==> config.mk <==
export PLATFORM = sky130hd
export DESIGN_NAME = enum_trace_fmt
export DESIGN_NICKNAME = d
export VERILOG_FILES = /design/src/rtl/enum_trace_fmt.sv
export SDC_FILE = /design/constraint.sdc
export NUM_CORES = 1
export LEC_CHECK = 0
export CORE_MARGIN = 2
export CORE_UTILIZATION = 32
export CTS_BUF_LIST = sky130_fd_sc_hd__clkbuf_4 sky130_fd_sc_hd__clkbuf_8
export CTS_CLUSTER_DIAMETER = 200
export DETAILED_ROUTE_END_ITERATION = 6
export GPL_ROUTABILITY_DRIVEN = 0
export PLACE_DENSITY = 0.48
export SYNTH_ARGS = -nofsm -noshare
export SYNTH_HDL_FRONTEND = slang
export SYNTH_SLANG_ARGS = --single-unit
==> constraint.sdc <==
create_clock -name clk -period 6.9 [get_ports clk]
set_clock_uncertainty 0.15 [all_clocks]
set_input_delay 1.38 -clock clk [delete_from_list [all_inputs] [get_ports clk]]
set_output_delay 1.38 -clock clk [all_outputs]
set_load 0.1 [all_outputs]
==> src/rtl/enum_trace_fmt.sv <==
// Formats one enumerated value per request as an ASCII character stream: its name from a
// parameterised table, or a Verilog-style 'h / 'b literal. Out-of-table values are counted.
module enum_trace_fmt #(
    parameter int W        = 2,
    parameter int NAME_LEN = 10,
    // Entry v char k lives at bits [((v*NAME_LEN)+k)*8 +: 8]. The strings are written
    // reversed so that char 0 ends up in the low byte.
    parameter logic [(2**W)*NAME_LEN*8-1:0] NAME_TABLE =
        {80'h0, "ENOD_ETATS", "YSUB_ETATS", "ELDI_ETATS"}
) (
    input  logic         clk,
    input  logic         rst_n,
    input  logic         in_valid,
    output logic         in_ready,
    input  logic [W-1:0] in_val,
    input  logic [1:0]   in_mode,
    output logic         out_valid,
    input  logic         out_ready,
    output logic [7:0]   out_char,
    output logic         out_last,
    output logic [15:0]  unk_cnt
);
    localparam int NE = 2**W;
    localparam int ND = (W + 3) / 4;
    localparam int IW = 5;

    typedef enum logic {IDLE, EMIT} state_t;
    typedef enum logic [1:0] {FMT_NAME, FMT_HEX, FMT_BIN} fmt_t;

    state_t         state_reg;
    logic [W-1:0]   val_reg;
    logic [1:0]     mode_reg;
    logic [IW-1:0]  idx_reg;
    logic [7:0]     char_reg;
    logic           last_reg;
    logic [15:0]    unk_reg;

    logic [7:0]     name_chr  [NE][NAME_LEN];
    logic [IW-1:0]  entry_len [NE];

    function automatic logic [IW-1:0] name_length(input int v);
        logic [IW-1:0] len;
        len = IW'(NAME_LEN);
        for (int k = NAME_LEN - 1; k >= 0; k--) begin
            if (NAME_TABLE[((v * NAME_LEN) + k) * 8 +: 8] == 8'h00) begin
                len = IW'(k);
            end
        end
        return len;
    endfunction

    for (genvar gi = 0; gi < NE; gi++) begin : g_entry
        for (genvar gk = 0; gk < NAME_LEN; gk++) begin : g_chr
            assign name_chr[gi][gk] = NAME_TABLE[((gi * NAME_LEN) + gk) * 8 +: 8];
        end
        assign entry_len[gi] = name_length(gi);
    end

    // The next character is computed from the incoming request while idle, or from the
    // latched request at index+1 while emitting; one path feeds both register loads.
    logic [W-1:0]    sel_val;
    logic [1:0]      sel_mode;
    logic [IW-1:0]   sel_idx;
    logic [IW-1:0]   sel_len;
    logic [IW-1:0]   dig;
    logic [7:0]      sel_char;
    logic [7:0]      name_c;
    logic            sel_last;
    logic            sel_in_enum;
    logic            bit_v;
    logic [3:0]      nib;
    logic [4*ND-1:0] pad_val;
    fmt_t            fmt;

    always_comb begin
        sel_val     = (state_reg == IDLE) ? in_val  : val_reg;
        sel_mode    = (state_reg == IDLE) ? in_mode : mode_reg;
        sel_idx     = (state_reg == IDLE) ? '0 : idx_reg + 1'b1;
        sel_in_enum = (entry_len[sel_val] != '0);
        dig         = sel_idx - IW'(2);
        pad_val     = '0;
        pad_val[W-1:0] = sel_val;
        nib    = 4'h0;
        bit_v  = 1'b0;
        name_c = 8'h00;
        for (int j = 0; j < ND; j++) begin
            if (dig == IW'(j)) nib = pad_val[(ND - 1 - j) * 4 +: 4];
        end
        for (int j = 0; j < W; j++) begin
            if (dig == IW'(j)) bit_v = sel_val[W - 1 - j];
        end
        for (int k = 0; k < NAME_LEN; k++) begin
            if (sel_idx == IW'(k)) name_c = name_chr[sel_val][k];
        end

        if (sel_mode == 2'd2)                     fmt = FMT_BIN;
        else if (sel_mode == 2'd1 || !sel_in_enum) fmt = FMT_HEX;
        else                                      fmt = FMT_NAME;

        sel_len  = entry_len[sel_val];
        sel_char = name_c;
        case (fmt)
            FMT_HEX: begin
                sel_len = IW'(2 + ND);
                if (sel_idx == '0)       sel_char = 8'h27;
                else if (sel_idx == 'd1) sel_char = 8'h68;
                else if (nib < 4'd10)    sel_char = 8'h30 + {4'h0, nib};
                else                     sel_char = 8'h57 + {4'h0, nib};
            end
            FMT_BIN: begin
                sel_len = IW'(2 + W);
                if (sel_idx == '0)       sel_char = 8'h27;
                else if (sel_idx == 'd1) sel_char = 8'h62;
                else                     sel_char = bit_v ? 8'h31 : 8'h30;
            end
            default: ;
        endcase
        sel_last = (sel_idx == sel_len - 1'b1);
    end

    always_ff @(posedge clk) begin
        if (!rst_n) begin
            state_reg <= IDLE;
            val_reg   <= '0;
            mode_reg  <= '0;
            idx_reg   <= '0;
            char_reg  <= 8'h00;
            last_reg  <= 1'b0;
            unk_reg   <= '0;
        end else begin
            case (state_reg)
                IDLE: if (in_valid) begin
                    state_reg <= EMIT;
                    val_reg   <= in_val;
                    mode_reg  <= in_mode;
                    idx_reg   <= '0;
                    char_reg  <= sel_char;
                    last_reg  <= sel_last;
                    if (entry_len[in_val] == '0 && unk_reg != 16'hFFFF) begin
                        unk_reg <= unk_reg + 16'd1;
                    end
                end
                EMIT: if (out_ready) begin
                    if (last_reg) begin
                        state_reg <= IDLE;
                        idx_reg   <= '0;
                        char_reg  <= 8'h00;
                        last_reg  <= 1'b0;
                    end else begin
                        idx_reg   <= sel_idx;
                        char_reg  <= sel_char;
                        last_reg  <= sel_last;
                    end
                end
                default: state_reg <= IDLE;
            endcase
        end
    end

    assign in_ready  = (state_reg == IDLE);
    assign out_valid = (state_reg == EMIT);
    assign out_char  = char_reg;
    assign out_last  = last_reg;
    assign unk_cnt   = unk_reg;
endmodule

# ---- Word-level counts from Yosys, hierarchy flattened
# Index checks and enable logic that the tools add are counted.
# W data, S select, Z words.
dict set report totals {
  regBits 35
  inputBits 8
  output_inout_bits 27
}
dict set report classes {
  add_sub_neg 6
  magnitude_cmp 3
  eq_ne 18
  n_mux 51
  n_bitwise 3
  n_reduce_logical 10
}
# cell n
set ops {}
lappend ops {{$bmux W80 S2} 1}
lappend ops {{$mux W80} 2}
lappend ops {{$mux W8} 16}
lappend ops {{$mux W5} 8}
lappend ops {{$pmux W8 S2} 2}
lappend ops {{$bmux W5 S2} 2}
lappend ops {{$eq A5 B3 Y1 const B} 4}
lappend ops {{$pmux W5 S2} 2}
lappend ops {{$add A16 B1 Y16 const B} 1}
lappend ops {{$ne A16 B16 Y1 const B} 1}
lappend ops {{$logic_not A5 Y1} 3}
lappend ops {{$mux W7} 2}
lappend ops {{$eq A5 B1 Y1 const B} 2}
lappend ops {{$eq A5 B2 Y1 const B} 2}
lappend ops {{$eq A5 B4 Y1 const B} 2}
lappend ops {{$mux W1} 10}
lappend ops {{$add A7 B4 Y8 const A} 1}
lappend ops {{$mux W2} 4}
lappend ops {{$add A6 B4 Y7 const A} 1}
lappend ops {{$ge A3 B3 Y1 const B} 2}
lappend ops {{$not A2 Y3} 2}
lappend ops {{$add A5 B1 Y5 const B} 1}
lappend ops {{$eq A5 B5 Y1} 1}
lappend ops {{$reduce_bool A5 Y1} 1}
lappend ops {{13 further kinds} 18}

# ---- Logic depth before layout (Yosys ltp)
dict set report logic_depth {
  ltp_word 19
  mapped_depth 13
  ltp_nobuf 9
}

# ---- Worst setup path after synthesis
# No wires, ideal clock.
dict set report synth_timing {
  kind {flip-flop to flip-flop}
  from {register state_reg (netlist: out_valid)}
  to {register char_reg[1] (netlist: out_char[1])}
  setup_ps 133
  t_arrival_ps 3378
  path_slack_ps 3238
  path_stages_with_launch 14
  path_buffers 4
  period_less_slack_ps 3662
  cell_sequence {dfxtp_1 buf_6 buf_6 buf_2 mux2i_1 inv_1 ha_1 buf_2 a21boi_0 o32ai_2 a221o_1 a21o_1 a41oi_1 o22ai_1}
}
dict set report synth_between {
  elab_chain_cells 19
  elab_cells_between_ends 59
}
# item line_no
set synth_lines {}
lappend synth_lines {{from (decl)} 30} ;# state_t state_reg;
lappend synth_lines {{from (signal assigned)} 123} ;# state_reg <= IDLE;
lappend synth_lines {{from (signal assigned)} 133} ;# state_reg <= EMIT;
lappend synth_lines {{from (signal assigned)} 145} ;# state_reg <= IDLE;
lappend synth_lines {{branches (longest 19 deep; another with $add A7 B4 Y8)} n/a}
lappend synth_lines {{to (signal assigned)} 137} ;# char_reg <= sel_char;
lappend synth_lines {{to (signal assigned)} 151} ;# char_reg <= sel_char;
lappend synth_lines {{to (decl)} 34} ;# logic [7:0] char_reg;
# Several ways; the timed one is not identified. The select of a mux whose other input is x is not followed.
# A chain may end at the register's enable or synchronous reset.

# ---- Worst setup path in the final report
dict set report layout_timing {
  from {input in_val[1]}
  to {register char_reg[1] (netlist: out_char[1])}
}
dict set report layout_between {
  elab_chain_cells 19
  elab_cells_between_ends 37
}
# item line_no
set layout_lines {}
lappend layout_lines {{from (decl)} 15} ;# input logic [W-1:0] in_val,
lappend layout_lines {{$mux W2 (*)} 76} ;# sel_val = (state_reg == IDLE) ? in_val : val_reg;
lappend layout_lines {{$not A2 Y3 (implied by the code)} {79, 93}}
lappend layout_lines {{$bmux W80 S2} 93} ;# if (sel_idx == IW'(k)) name_c = name_chr[sel_val][k];
lappend layout_lines {{$mux W80 (implied by the code) (2 in a row)} 93}
lappend layout_lines {{$mux W8 (10 in a row)} 93}
lappend layout_lines {{$pmux W8 S2 (*)} 102} ;# case (fmt)
lappend layout_lines {{$mux W8} 144} ;# if (last_reg) begin
lappend layout_lines {{$mux W8} 143} ;# EMIT: if (out_ready) begin
lappend layout_lines {{$pmux W8 S2 (*)} 131} ;# case (state_reg)
# Every way passes the cells marked *; elsewhere a longest branch is shown, timed or not. The select of a mux whose other input is x is not followed.

==> impl_metrics.ini <==
[route]
ant_nets = 0
drt-initial-drc-count = 190
vias = 2177
wl_per_cell_um = 15.32
viasPerCell = 5.246
totalWireLength_mm = 6.357
dr.pass1.iters = 4
remaining_drc_errors = 0

[cts]
cts_buffer_depth = 2
cts_root_buffer = clkbuf_8
cts_setup_buffers = 0
tritoncts.num_buffers = 5
cts_resized = 0
cts_tree = built
clkSlewWorstSetupHoldPaths_ns = 0.08
clock_latency_ns = 0.29
hold_buffers = 0
htree_levels = 2
cts_sinks = 34

[critical_path]
reg2reg_from = idx_reg[0]$_SDFFE_PN0P_
cp-startpoint = in_val[1]
r2r_end = out_char[1]$_SDFFE_PN0P_
worstSetupPathType = in2reg
r2r_slack_ns = 3.72
reg2reg_depth = 7
critical_path_arrival_ns = 3.82
startpoint_type = input port
crit_required_ns = 6.91
worstPathMaxFanout = 10
end_kind = flip-flop

[worst_hold_path]
hold_start = out_char[6]$_SDFFE_PN0P_
min_path_type = reg2reg
min_path_cells = 1
holdPathEnd = out_char[6]$_SDFFE_PN0P_

[logic_synthesis]
synth_edf_count = 0
ys.flop_type = dfxtp_1
yosysWarnings = 0
syn_area_per_cell_um2 = 8.832
netlist_area_um2 = 2544
synthArstFlopShare_pct = 0
synth.top_cells.by_area = dfxtp_1, xnor2_1, nand2_1, and2_1, ha_1
yosysSeqAreaShare_pct = 26.76
syn_nets = 303
yosysTopAreaCellShare_pct = 26.76
yosys.area.top_type = dfxtp_1
synth_cell_types = 69
ys_ff_latch = 34
netlist_instances = 288

[layout]
antenna_cells = 0
area_growth_pct = 19.43
multi_input_area_um2 = 1713
seqCellArea_um2 = 680.7
largest_reg_flops = 16
drive_gt1_share_pct = 11.82
nets = 327
fillers = 800

[timing]
setup-violations-final = 0
fin_setup_tns_ns = 0
tightestPinTransition_ns = 1.023
final-max-slew-violation-count = 0
rsz0062_at_grt = false
finalCritPeriodShare_pct = 55.20
fin_crit_ns = 3.808
relSlewSlack_pct = 31.61
setup_ws_ns = 3.092
clock.fmax_mhz = 262.6
finalHoldViolations = 0

[power_and_ir_drop]
p_sw_mw = 0.1840
intPower_mw = 0.3886
p_per_area_nw_per_um2 = 188.5
switching_share_pct = 32.13
power.share.clock_pct = 39.8
p_seq_share_pct = 36.6
leakagePower_nw = 1.064
pwr-share-comb_pct = 23.6
ir_drop_mv = 0.07535

[floorplanning]
ios = 35
initial_core_util_pct = 32.92
rows = 32
dieHeight_um = 93.16
dieArea_um2 = 8678
die_x_um = 93.16
core_region_area_um2 = 7727

[global_route]
antenna_found_initial = 0
grt_overflow_total = 0
grt_pass1_vias = 2013
grt_pass1_wl_mm = 10.39
grt_max_degree = 34
grt_use_total_pct = 14.89

[flow_run]
drv_cap = 0

[placed_design]
pre_cts_slack_ns = 2.818
dp_hpwl_mm = 4.542
io_buffers = 33

[status]
status = finished clean
## critical path, cell delays in order
cell	delay, ns
clkdlybuf4s50_1	0.49
mux2i_1	0.28
inv_1	0.11
ha_1	0.33
a21boi_0	0.27
o32ai_2	0.18
a221o_1	0.34
a21o_1	0.18
a41oi_1	0.16
o22ai_1	0.10
## how the worst max path moves through the flow
stage	to	slack (ns)	cells past startpoint
after floorplan	out_char[1]$_SDFFE_PN0P_	3.24	13
after global placement	out_char[1]$_SDFFE_PN0P_	2.91	10
after detailed placement	out_char[1]$_SDFFE_PN0P_	2.82	10
after CTS	out_char[1]$_SDFFE_PN0P_	3.11	10
after global routing	out_char[1]$_SDFFE_PN0P_	2.89	10
final	out_char[1]$_SDFFE_PN0P_	3.09	10
## stage by stage
step | instance area, µm² | hold WS [ns] | instances | power [mW] | util, %
5_1_grt | 3038 | 0.3604 | 415 | 0.5949 | 39.31
3_3_place_gp | 2900 | 0.3148 | 407 | 0.3504 | 37.53
2_1_floorplan | 2544 | 0.3023 | 288 | 0.3168 | -
4_1_cts | 3038 | 0.3431 | 415 | 0.5805 | 39.31
6_report | 3038 | 0.3349 | 415 | 0.5726 | 39.31
3_5_place_dp | 2900 | 0.3235 | 407 | 0.3490 | 37.53
## metal layers
layer | track usage (%) | share of wire [%] | vias to the layer above
met5 | 0 | 0 | -
met4 | 4.289 | 1.0 | 0
met3 | 2.901 | 3.8 | 6
met2 | 22.40 | 44 | 48
met1 | 21.52 | 51 | 1023
li1 | - | - | 1100
## power groups by stage
stage | logic, mW | registers [mW] | clock network (mW)
detailed placement | 0.135 | 0.214 | 0
global route | 0.144 | 0.211 | 0.241
global placement | 0.136 | 0.214 | 0
finish | 0.135 | 0.210 | 0.228
floorplan | 0.0674 | 0.249 | 0
CTS | 0.135 | 0.210 | 0.236
## area by class of cell
cell class	count	share of cell area, %
clock buffers	5	2.265
clock inverters	3	2.265
inverters	11	1.359
multi-input cells	226	56.38
flip-flops and latches	34	22.41
well taps	102	4.201
repair buffers	34	11.12
## Yosys cell counts (6+ instances only)
master and n:
buf_2 6, xnor2_1 13, nand2_1 28, a21boi_0 6, and3_1 8, xor2_1 7, nor2_1 11, dfxtp_1 34
ha_1 7, nand4_1 6, nand3_1 9, and2_1 16, nor2b_1 10, nor3_1 6, a21oi_1 8, inv_1 11
## kinds of logic after synthesis
logic type               Yosys count  synth area share (%)
AND/OR/NAND/NOR                  121                 28.43
AO/OA/AOI/OAI                     70                 24.59
flip-flops                        34                 26.76
buffers and inverters             28                 5.902
XOR/XNOR                          20                 6.886
adder cells (fa/ha/maj)            7                 3.443
multiplexers                       7                 3.837
other                              1                0.1474
## cells in the final DEF (no fill, tap or decap), drive strengths merged, types with 4 or more instances in the layout
cell,synthesis,routed
and3,10,10
a21oi,9,9
o21ai,5,5
a41oi,4,4
xnor2,13,13
a21boi,7,7
o22ai,5,5
nor2,12,12
nand3,10,10
nand2b,5,5
clkdlybuf4s50,0,33
a31oi,4,4
ha,7,7
nor3,6,6
nor2b,12,12
nand4,6,6
dfxtp,34,34
clkbuf,5,5
and2,16,16
o211ai,4,4
mux2i,5,5
inv,11,11
nand2,31,31
xor2,7,7
a22oi,4,4
a22o,4,4
(Power assumes the default switching activity.)
